==> src/rtl/dd_angle_scheduler.sv <==
// Hall-synchronised angle scheduler for a persistence-of-vision display.
// Optional DD_SCHED_DEGLITCH_EN inserts a stability filter on the synchronised hall signal.
module dd_angle_scheduler #(
    parameter int N_ANGLES        = 16,
    parameter int CNT_WIDTH       = 32,
    parameter int MIN_PERIOD      = 1024,
    parameter int TIMEOUT         = 2**28,
    parameter int DEGLITCH_CYCLES = 4
) (
    input  logic                        S_AXI_ACLK,
    input  logic                        S_AXI_ARESET,
    input  logic                        HALL_IN,
    input  logic                        ENABLE,
    output logic                        ANGLE_STEP,
    output logic                        ANGLE_SYNC,
    output logic [$clog2(N_ANGLES)-1:0] ANGLE_IDX,
    output logic [CNT_WIDTH-1:0]        PERIOD,
    output logic                        LOCKED
);

    localparam int IW = $clog2(N_ANGLES);
    localparam logic [CNT_WIDTH-1:0] MIN_M1 = CNT_WIDTH'(MIN_PERIOD - 1);
    localparam logic [CNT_WIDTH-1:0] TO_MAX = CNT_WIDTH'(TIMEOUT);
    localparam logic [CNT_WIDTH-1:0] TO_M1 = CNT_WIDTH'(TIMEOUT - 1);
    localparam logic [IW-1:0] IDX_LAST = IW'(N_ANGLES - 1);

    typedef enum logic [1:0] {IDLE, ARM, RUN} state_t;

    state_t state;
    state_t state_nxt;

    logic hall_s1;
    logic hall_s2;
    logic hall_clean;
    logic hall_d;
    logic hall_rise;

    logic [CNT_WIDTH-1:0] period_cnt;
    logic [CNT_WIDTH-1:0] period_inc;
    logic [CNT_WIDTH-1:0] step_cnt;
    logic [CNT_WIDTH-1:0] step_len;
    logic accept;
    logic timeout;
    logic step_last;
    logic step_fire;

    always_ff @(posedge S_AXI_ACLK or posedge S_AXI_ARESET) begin
        if (S_AXI_ARESET) begin
            hall_s1 <= 1'b0;
            hall_s2 <= 1'b0;
        end else begin
            hall_s1 <= HALL_IN;
            hall_s2 <= hall_s1;
        end
    end

`ifdef DD_SCHED_DEGLITCH_EN
    localparam int DW = $clog2(DEGLITCH_CYCLES) + 1;

    logic [DW-1:0] dg_cnt;
    logic          hall_filt;

    // Output follows the input only after DEGLITCH_CYCLES disagreeing samples in a row
    always_ff @(posedge S_AXI_ACLK or posedge S_AXI_ARESET) begin
        if (S_AXI_ARESET) begin
            dg_cnt    <= '0;
            hall_filt <= 1'b0;
        end else if (hall_s2 == hall_filt) begin
            dg_cnt <= '0;
        end else if (dg_cnt == DW'(DEGLITCH_CYCLES - 1)) begin
            dg_cnt    <= '0;
            hall_filt <= hall_s2;
        end else begin
            dg_cnt <= dg_cnt + 1'b1;
        end
    end

    assign hall_clean = hall_filt;
`else
    assign hall_clean = hall_s2;
`endif

    always_ff @(posedge S_AXI_ACLK or posedge S_AXI_ARESET) begin
        if (S_AXI_ARESET) begin
            hall_d    <= 1'b0;
            hall_rise <= 1'b0;
        end else begin
            hall_d    <= hall_clean;
            hall_rise <= hall_clean & ~hall_d;
        end
    end

    assign period_inc = period_cnt + 1'b1;
    assign accept     = (state != IDLE) && hall_rise && (period_cnt >= MIN_M1);
    assign timeout    = (state != IDLE) && (period_cnt >= TO_M1);
    assign step_last  = (step_cnt == step_len - 1'b1);
    // Index saturates so a slowing rotor never wraps the display early
    assign step_fire  = (state == RUN) && !accept && step_last
                        && (ANGLE_IDX != IDX_LAST);

    always_ff @(posedge S_AXI_ACLK or posedge S_AXI_ARESET) begin
        if (S_AXI_ARESET) begin
            state <= IDLE;
        end else begin
            state <= state_nxt;
        end
    end

    always_comb begin
        state_nxt = state;
        if (!ENABLE) begin
            state_nxt = IDLE;
        end else begin
            unique case (state)
                IDLE: if (hall_rise) state_nxt = ARM;
                ARM: begin
                    if (accept) state_nxt = RUN;
                    else if (timeout) state_nxt = IDLE;
                end
                RUN: begin
                    if (accept) state_nxt = RUN;
                    else if (timeout) state_nxt = IDLE;
                end
                default: state_nxt = IDLE;
            endcase
        end
    end

    always_comb begin
        LOCKED = (state == RUN);
    end

    always_ff @(posedge S_AXI_ACLK or posedge S_AXI_ARESET) begin
        if (S_AXI_ARESET) begin
            period_cnt <= '0;
            step_cnt   <= '0;
            step_len   <= '0;
            PERIOD     <= '0;
            ANGLE_IDX  <= '0;
            ANGLE_STEP <= 1'b0;
            ANGLE_SYNC <= 1'b0;
        end else begin
            ANGLE_STEP <= 1'b0;
            ANGLE_SYNC <= 1'b0;
            if (state_nxt == IDLE || state == IDLE) begin
                period_cnt <= '0;
                step_cnt   <= '0;
                step_len   <= '0;
                PERIOD     <= '0;
                ANGLE_IDX  <= '0;
            end else if (accept) begin
                period_cnt <= '0;
                PERIOD     <= period_inc;
                step_len   <= period_inc >> IW;
                step_cnt   <= '0;
                ANGLE_IDX  <= '0;
                ANGLE_SYNC <= 1'b1;
            end else begin
                if (period_cnt != TO_MAX) period_cnt <= period_inc;
                if (state == RUN) begin
                    step_cnt <= step_last ? '0 : step_cnt + 1'b1;
                    if (step_fire) begin
                        ANGLE_STEP <= 1'b1;
                        ANGLE_IDX  <= ANGLE_IDX + 1'b1;
                    end
                end
            end
        end
    end

endmodule

==> config.mk <==
export PLATFORM = sky130hd
export DESIGN_NAME = dd_angle_scheduler
export DESIGN_NICKNAME = d
export VERILOG_FILES = /design/src/rtl/dd_angle_scheduler.sv
export SDC_FILE = /design/constraint.sdc
export NUM_CORES = 1
export LEC_CHECK = 0
export ABC_CLOCK_PERIOD_IN_PS = 4180
export BUFFER_PORTS_ARGS = -buffer_cell sky130_fd_sc_hd__buf_2
export CORE_MARGIN = 2
export CORE_UTILIZATION = 55
export CTS_CLUSTER_DIAMETER = 100
export DETAILED_ROUTE_END_ITERATION = 8
export GPL_TIMING_DRIVEN = 0
export PLACE_DENSITY = 0.77
export SLEW_MARGIN = 20
export SYNTH_ARGS = -nofsm -noshare
export SYNTH_HDL_FRONTEND = slang
export SYNTH_SLANG_ARGS = --single-unit
export TNS_END_PERCENT = 20
==> constraint.sdc <==
create_clock -name S_AXI_ACLK -period 4.18 [get_ports S_AXI_ACLK]
set_input_delay 1.254 -clock S_AXI_ACLK [delete_from_list [all_inputs] [get_ports S_AXI_ACLK]]
set_output_delay 1.254 -clock S_AXI_ACLK [all_outputs]
set_load 0.005 [all_outputs]
==> metrics.csv, run 1 <==
metric,value,unit
status,finished clean,
largest net degree at the start of global routing,82,
slew margin rel.,34.6,%
Starting Density,57.0,%
synthesis warning total,0,
num rows,37,
I/O pin cnt,43,
final core occ,62.9,%
final WL,14300,um
number of fill cells in the layout,897,
fin crit share,87.4,%
die area,11600,um^2
DRC viols,0,
met2 routed WL,6920,um
routed vias,4851,
Worst-path clk slew,0.11,ns
worst endpoint required time,4.47,ns
CTS Buf Count,9,
register area,2700,um^2
clk sinks,108,
Post-synth top flop,dfrtp_1,
compound-gate portion of the synthesized area,10.2,%
Max Cap Violations,0,
HPWL Detailed,10800,um
Final Total Pwr,1710,uW
CP max-delay cell,nor3_1,
first-pass GRT wire length,23600,um
Avg Inst Size Synth,9.39,um^2
number of antenna violations at the first check in global routing,0,
mux cell area share after synthesis,0.868,%
drt first pass iters,4,
power per standard cell area,262,nW/um^2
# nets final,698,
Area Overhead vs Synth,10.4,%
Slew @ Worst Pin,0.974,ns
Hold Crit Class,reg2reg,
die height,108,um
worst-skew pair later-pin latency,0.40,ns
Final Critical Period,3.65,ns
Synth Area in Adders,1.69,%
most common cell in the netlist,dfrtp_1,
leading post-synthesis cells by cell area,"dfrtp_1 46%, xor2_1 8.6%, xnor2_1 5.5%, nor2_1 5.2%, nand2_1 4.2%",
Met1 Wirelength,6460,um
share of cells above drive strength 1,11.6,%
gr usage total,26.4,%
Detail Route Antenna Nets,0,
final setup violating endpoints,0,
XOR/XNOR Fraction of Synth Area,14.1,%
Post-Syn Area,5910,um^2
post-synthesis sequential area ratio,45.7,%
cts repair resizes,0,
remaining global-route overflow,0,
area of the multi-input gates,3040,um^2
Setup crit end kind,flip-flop,
Synth top area share,45.7,%
worst setup path class,reg2reg,
simple-gate portion of the synthesized area,24.3,%
ys async rst share,100,%
Yosys reg bits,108,
synth cell count leaders,"108 x dfrtp_1, 82 x nor2_1, 66 x nand2_1, 58 x xor2_1, 37 x xnor2_1",
die width,108,um
root buf cell,clkbuf_8,
critical path arrival,3.94,ns
buffers added on ports,42,
CTS tree,built,
ANT cells,0,
average routed wire per standard cell,17.3,um
uppermost layer routed,met4,
clock skew,0.0140,ns
Yosys cell types,61,
static leakage,0.00290,uW
crit-path max cell delay,0.83,ns
top achievable clock speed,0.274,GHz
crit path cell chain,nor3_1 -> nand4_1 -> nor4_1 -> mux2_2 -> a32o_1 -> a31oi_1 -> a2111oi_4 -> a21o_4 -> buf_6 -> nor2_1,
Routability Congestion,0.930,
vias per cell,5.87,
RSZ-0062 raised after global routing,false,
Core Area,10400,um^2
Synth Instances,629,
largest family of logic cells by synthesized area,simple AND/OR/NAND/NOR gates,
met3 WL,600,um
"area leader, netlist",dfrtp_1,
Post-synth EDFFs,0,
Fin. Hold Viols,0,
CP max FO,10,
maximum clock path buffer count,2,
Startpoint Class,flip-flop,
CTS HTree Levels,3,
CTS Hold Bufs,0,
Max Slew Vio Count,0,
Iteration-0 DRC Markers,276,
vias in the first global route,4616,
post-CTS setup buffers,0,
VDD IR max,0.268,mV
state kept, by name (all words and copies together) (netlist names):
| signal | flops |
|---|---|
| hall_s1 | 1 |
| hall_d | 1 |
| PERIOD | 31 |
| hall_clean | 1 |
| hall_rise | 1 |
| ANGLE_STEP | 1 |
| ANGLE_IDX | 4 |
| step_len | 1 |
| step_cnt | 32 |
| ANGLE_SYNC | 1 |
| period_cnt | 32 |
| state | 2 |
final cells by class:
cell class,instances,share of cell area [%]
Buffer,20,1.80
Clock buffer,9,1.90
Clock inverter,6,0.902
Inverter,17,1.06
Multi-Input combinational cell,487,46.6
Sequential cell,108,41.4
Tap cell,136,2.61
Timing Repair Buffer,43,3.65
worst max-delay path, delay by kind of cell, from the launching register on:
family	cells	cell delay [ns]
DFF	1	0.50
muxes	1	0.25
AOI/OAI and AO/OA	4	1.12
buffers and inverters	1	0.14
and+or+nand+nor	4	1.52
where the power goes:
part,switching [uW],internal (uW)
Sequential,4.60,1050
Clock,391,225
Combinational,30.2,9.56
cell families after synthesis:
family | Yosys count
AO/OA/AOI/OAI | 89
XOR/XNOR | 95
adder cells (fa/ha/maj) | 8
buffers and inverters | 37
flip-flops | 108
multiplexers | 5
other | 1
AND/OR/NAND/NOR | 286
worst paths after layout:
kind / from / endpoint / slack [ns] / cells after the start
min in group asynchronous: S_AXI_ARESET / step_cnt[2] / 0.81 / 2
max in group asynchronous: S_AXI_ARESET / period_cnt[19] / 2.71 / 3
setup reg to reg: PERIOD[22] / step_cnt[17] / 0.53 / 10
hold reg to reg: hall_s1 / hall_clean / 0.36 / 0
hold / removal: hall_s1 / hall_clean / 0.36 / 0
setup / recovery: PERIOD[22] / step_cnt[17] / 0.53 / 10
cell usage in the layout, fill, tap and decap left out, drive strengths merged, types with 3 or more instances in the layout:
cell,count
dfrtp,108
nor2,82
nand2,66
xor2,58
buf,48
xnor2,37
o21ai,33
nand3,29
clkbuf,23
and3,21
nand4,19
inv,19
nor3,14
a21oi,14
nor4,14
ha,8
a31oi,7
and4,6
or3,6
nand2b,5
o22ai,5
or4,4
nor3b,4
mux2i,4
conb,4
nand3b,3
a311oi,3
clkinv,3
stage by stage:
step                      TNS [ns]  cells  setup slack [ns]  area [um^2]  hold WS [ns]
after global placement     -105.48    810            -0.986         6300         0.336
after detailed placement         0    811             0.565         6330         0.337
after floorplan                  0    632            0.0804         5920         0.331
final                            0    826             0.528         6520         0.356
after CTS                        0    826             0.530         6520         0.362
after global routing             0    826             0.132         6520         0.379
per-layer routing:
layer	vias to the layer above	global-route usage, %
met3	24	5.75
li1	2318	-
met1	2402	35.7
met5	-	0
met2	107	42.6
met4	0	7.97
No activity file was read; power rests on OpenSTA's default activity.
==> inputs of run 2 (changes only) <==
--- a/config.mk
+++ b/config.mk
@@ -8,11 +8,12 @@
 export ABC_CLOCK_PERIOD_IN_PS = 4180
 export BUFFER_PORTS_ARGS = -buffer_cell sky130_fd_sc_hd__buf_2
 export CORE_MARGIN = 2
-export CORE_UTILIZATION = 55
+export CORE_UTILIZATION = 57
+export CTS_BUF_LIST = sky130_fd_sc_hd__clkbuf_4
 export CTS_CLUSTER_DIAMETER = 100
 export DETAILED_ROUTE_END_ITERATION = 8
 export GPL_TIMING_DRIVEN = 0
-export PLACE_DENSITY = 0.77
+export PLACE_DENSITY = 0.79
 export SLEW_MARGIN = 20
 export SYNTH_ARGS = -nofsm -noshare
 export SYNTH_HDL_FRONTEND = slang
==> metrics.csv, run 2 (synthesis gave the netlist of run 1 again) <==
metric,value,unit,change
status,finished clean,,unchanged
number of antenna violations at the first check in global routing,0,,unchanged
Starting Density,58.0,%,was 57.0%
CTS tree,built,,unchanged
num rows,37,,unchanged
maximum clock path buffer count,2,,unchanged
crit path cell chain,and4_1 -> nand4_1 -> nor3_1 -> and4_1 -> a31oi_1 -> o2111ai_1 -> clkbuf_1 -> nor2_1,,was nor3_1 -> nand4_1 -> nor4_1 -> mux2_2 -> a32o_1 -> a31oi_1 -> a2111oi_4 -> a21o_4 -> buf_6 -> nor2_1
Hold Crit Class,reg2reg,,unchanged
final WL,14500,um,was 14300 um
Final Critical Period,3.64,ns,was 3.65 ns
Non-Filler Instances,826,,unchanged
Max Slew Vio Count,0,,unchanged
setup_tns,0,ns,unchanged
first-pass GRT wire length,23900,um,was 23600 um
CTS Buf Count,9,,unchanged
area of the multi-input gates,3040,um^2,about the same
VDD IR max,0.262,mV,was 0.268 mV
critical path arrival,4.00,ns,was 3.94 ns
clk sinks,108,,unchanged
Final Total Pwr,1580,uW,was 1710 uW
Fin. Hold Viols,0,,unchanged
Core Area,10200,um^2,was 10400 um^2
Area Overhead vs Synth,9.11,%,was 10.4%
Max Cap Violations,0,,unchanged
drt first pass iters,5,,was 4
GRT met2 Usage,45.8,%,was 42.6%
final core occ,63.3,%,was 62.9%
crit path buf inv count,1,,unchanged
HPWL Detailed,11000,um,was 10800 um
Setup crit end kind,flip-flop,,unchanged
die width,106,um,was 108 um
post-CTS setup buffers,0,,unchanged
slew margin rel.,29.2,%,was 34.6%
RSZ-0062 raised after global routing,false,,unchanged
share of cells above drive strength 1,11.3,%,was 11.6%
met1 usage,34.2,%,was 35.7%
CTS HTree Levels,3,,unchanged
CP max-delay cell,o2111ai_1,,was nor3_1
top achievable clock speed,0.275,GHz,was 0.274 GHz
clock skew,0.0239,ns,was 0.0140 ns
Top delay family on crit path,simple AND/OR/NAND/NOR gates,,unchanged
cts repair resizes,0,,unchanged
Iteration-0 DRC Markers,296,,was 276
vias per cell,6.00,,was 5.87
fin crit share,87.1,%,was 87.4%
average routed wire per standard cell,17.5,um,was 17.3 um
static leakage,0.00288,uW,was 0.00290 uW
worst setup path class,reg2reg,,unchanged
vias in the first global route,4837,,was 4616
met3 Resource Use GR,6.12,%,was 5.75%
power per standard cell area,245,nW/um^2,was 262 nW/um^2
dpl ws,0.564,ns,was 0.565 ns
number of fill cells in the layout,867,,was 897
buffers added on ports,42,,unchanged
largest net degree at the start of global routing,82,,unchanged
cell mode on critical path,and4_1,,
"most common cell after layout, fill and taps aside",dfrtp_1,,unchanged
crit-path max cell delay,0.89,ns,was 0.83 ns
final setup violating endpoints,0,,unchanged
Placed Cells incl. Taps,811,,unchanged
routed vias,4952,,was 4851
register area,2700,um^2,unchanged
ANT cells,0,,unchanged
remaining global-route overflow,0,,unchanged
Detail Route Antenna Nets,0,,unchanged
Worst-path clk slew,0.15,ns,was 0.11 ns
Slew @ Worst Pin,1.06,ns,was 0.974 ns
# nets final,698,,unchanged
gr usage total,27.2,%,was 26.4%
most frequent cells in the layout,"108 x dfrtp_1, 82 x nor2_1, 66 x nand2_1",,unchanged
GRT busiest layer,met2,,unchanged
root buf cell,clkbuf_4,,was clkbuf_8
CTS Hold Bufs,0,,unchanged
DRC viols,0,,unchanged
CP max FO,10,,unchanged
Top Registers,"period_cnt: 32 flops, step_cnt: 32 flops, PERIOD: 31 flops",,unchanged
Routability Congestion,0.905,,was 0.930
Startpoint Class,flip-flop,,unchanged
die height,106,um,was 108 um
min setup slack post-route,0.538,ns,was 0.528 ns
worst endpoint required time,4.54,ns,was 4.47 ns
worst-skew pair later-pin latency,0.50,ns,was 0.40 ns
die area,11200,um^2,was 11600 um^2
I/O pin cnt,43,,unchanged
==> run 2: stage by stage <==
step / instance area, um^2 / hold slack (ns)
after global routing: 6450 / 0.382
final: 6450 / 0.374
after detailed placement: 6330 / 0.342
after global placement: 6300 / 0.335
after CTS: 6450 / 0.377
after floorplan: 5920 / 0.331
==> run 2: report_power, final <==
group	internal, uW	switching, uW	leakage (uW)	total [uW]
clock network	126	361	0.0000661	487
registers	1050	4.94	0.00149	1060
logic	9.49	30.0	0.00132	39.5
==> run 2: worst reg2reg max path: cells and delay by family, from the launching register on <==
family / cells / cell delay, ns
and+or+nand+nor: 5 / 1.45
buffers and inverters: 1 / 0.52
DFF: 1 / 0.48
AOI/OAI and AO/OA: 2 / 1.07
==> run 2: cell type report <==
class	instances	share of cell area, %
multi-input combinational	487	47.1
inverter	17	1.07
tap	136	2.64
buffer	20	1.82
timing repair buffer	43	3.69
clock inverter	6	0.718
sequential	108	41.9
clock buffer	9	1.05
==> run 2: final timing paths <==
check,from,endpoint,slack (ns),cells after the start
max,period_cnt[3],period_cnt[21],0.54,8
min,hall_s1,hall_clean,0.37,0
max reg2reg,period_cnt[3],period_cnt[21],0.54,8
min reg2reg,hall_s1,hall_clean,0.37,0
max in group asynchronous,S_AXI_ARESET,period_cnt[19],2.81,3
min in group asynchronous,S_AXI_ARESET,step_cnt[3],0.70,2
==> run 2: metal layers <==
layer	wire length, um	vias up	part of all wire, %
li1	-	2321	-
met1	5970	2446	41
met2	7290	156	50
met3	772	29	5.3
met4	426	0	2.9
met5	0	-	0
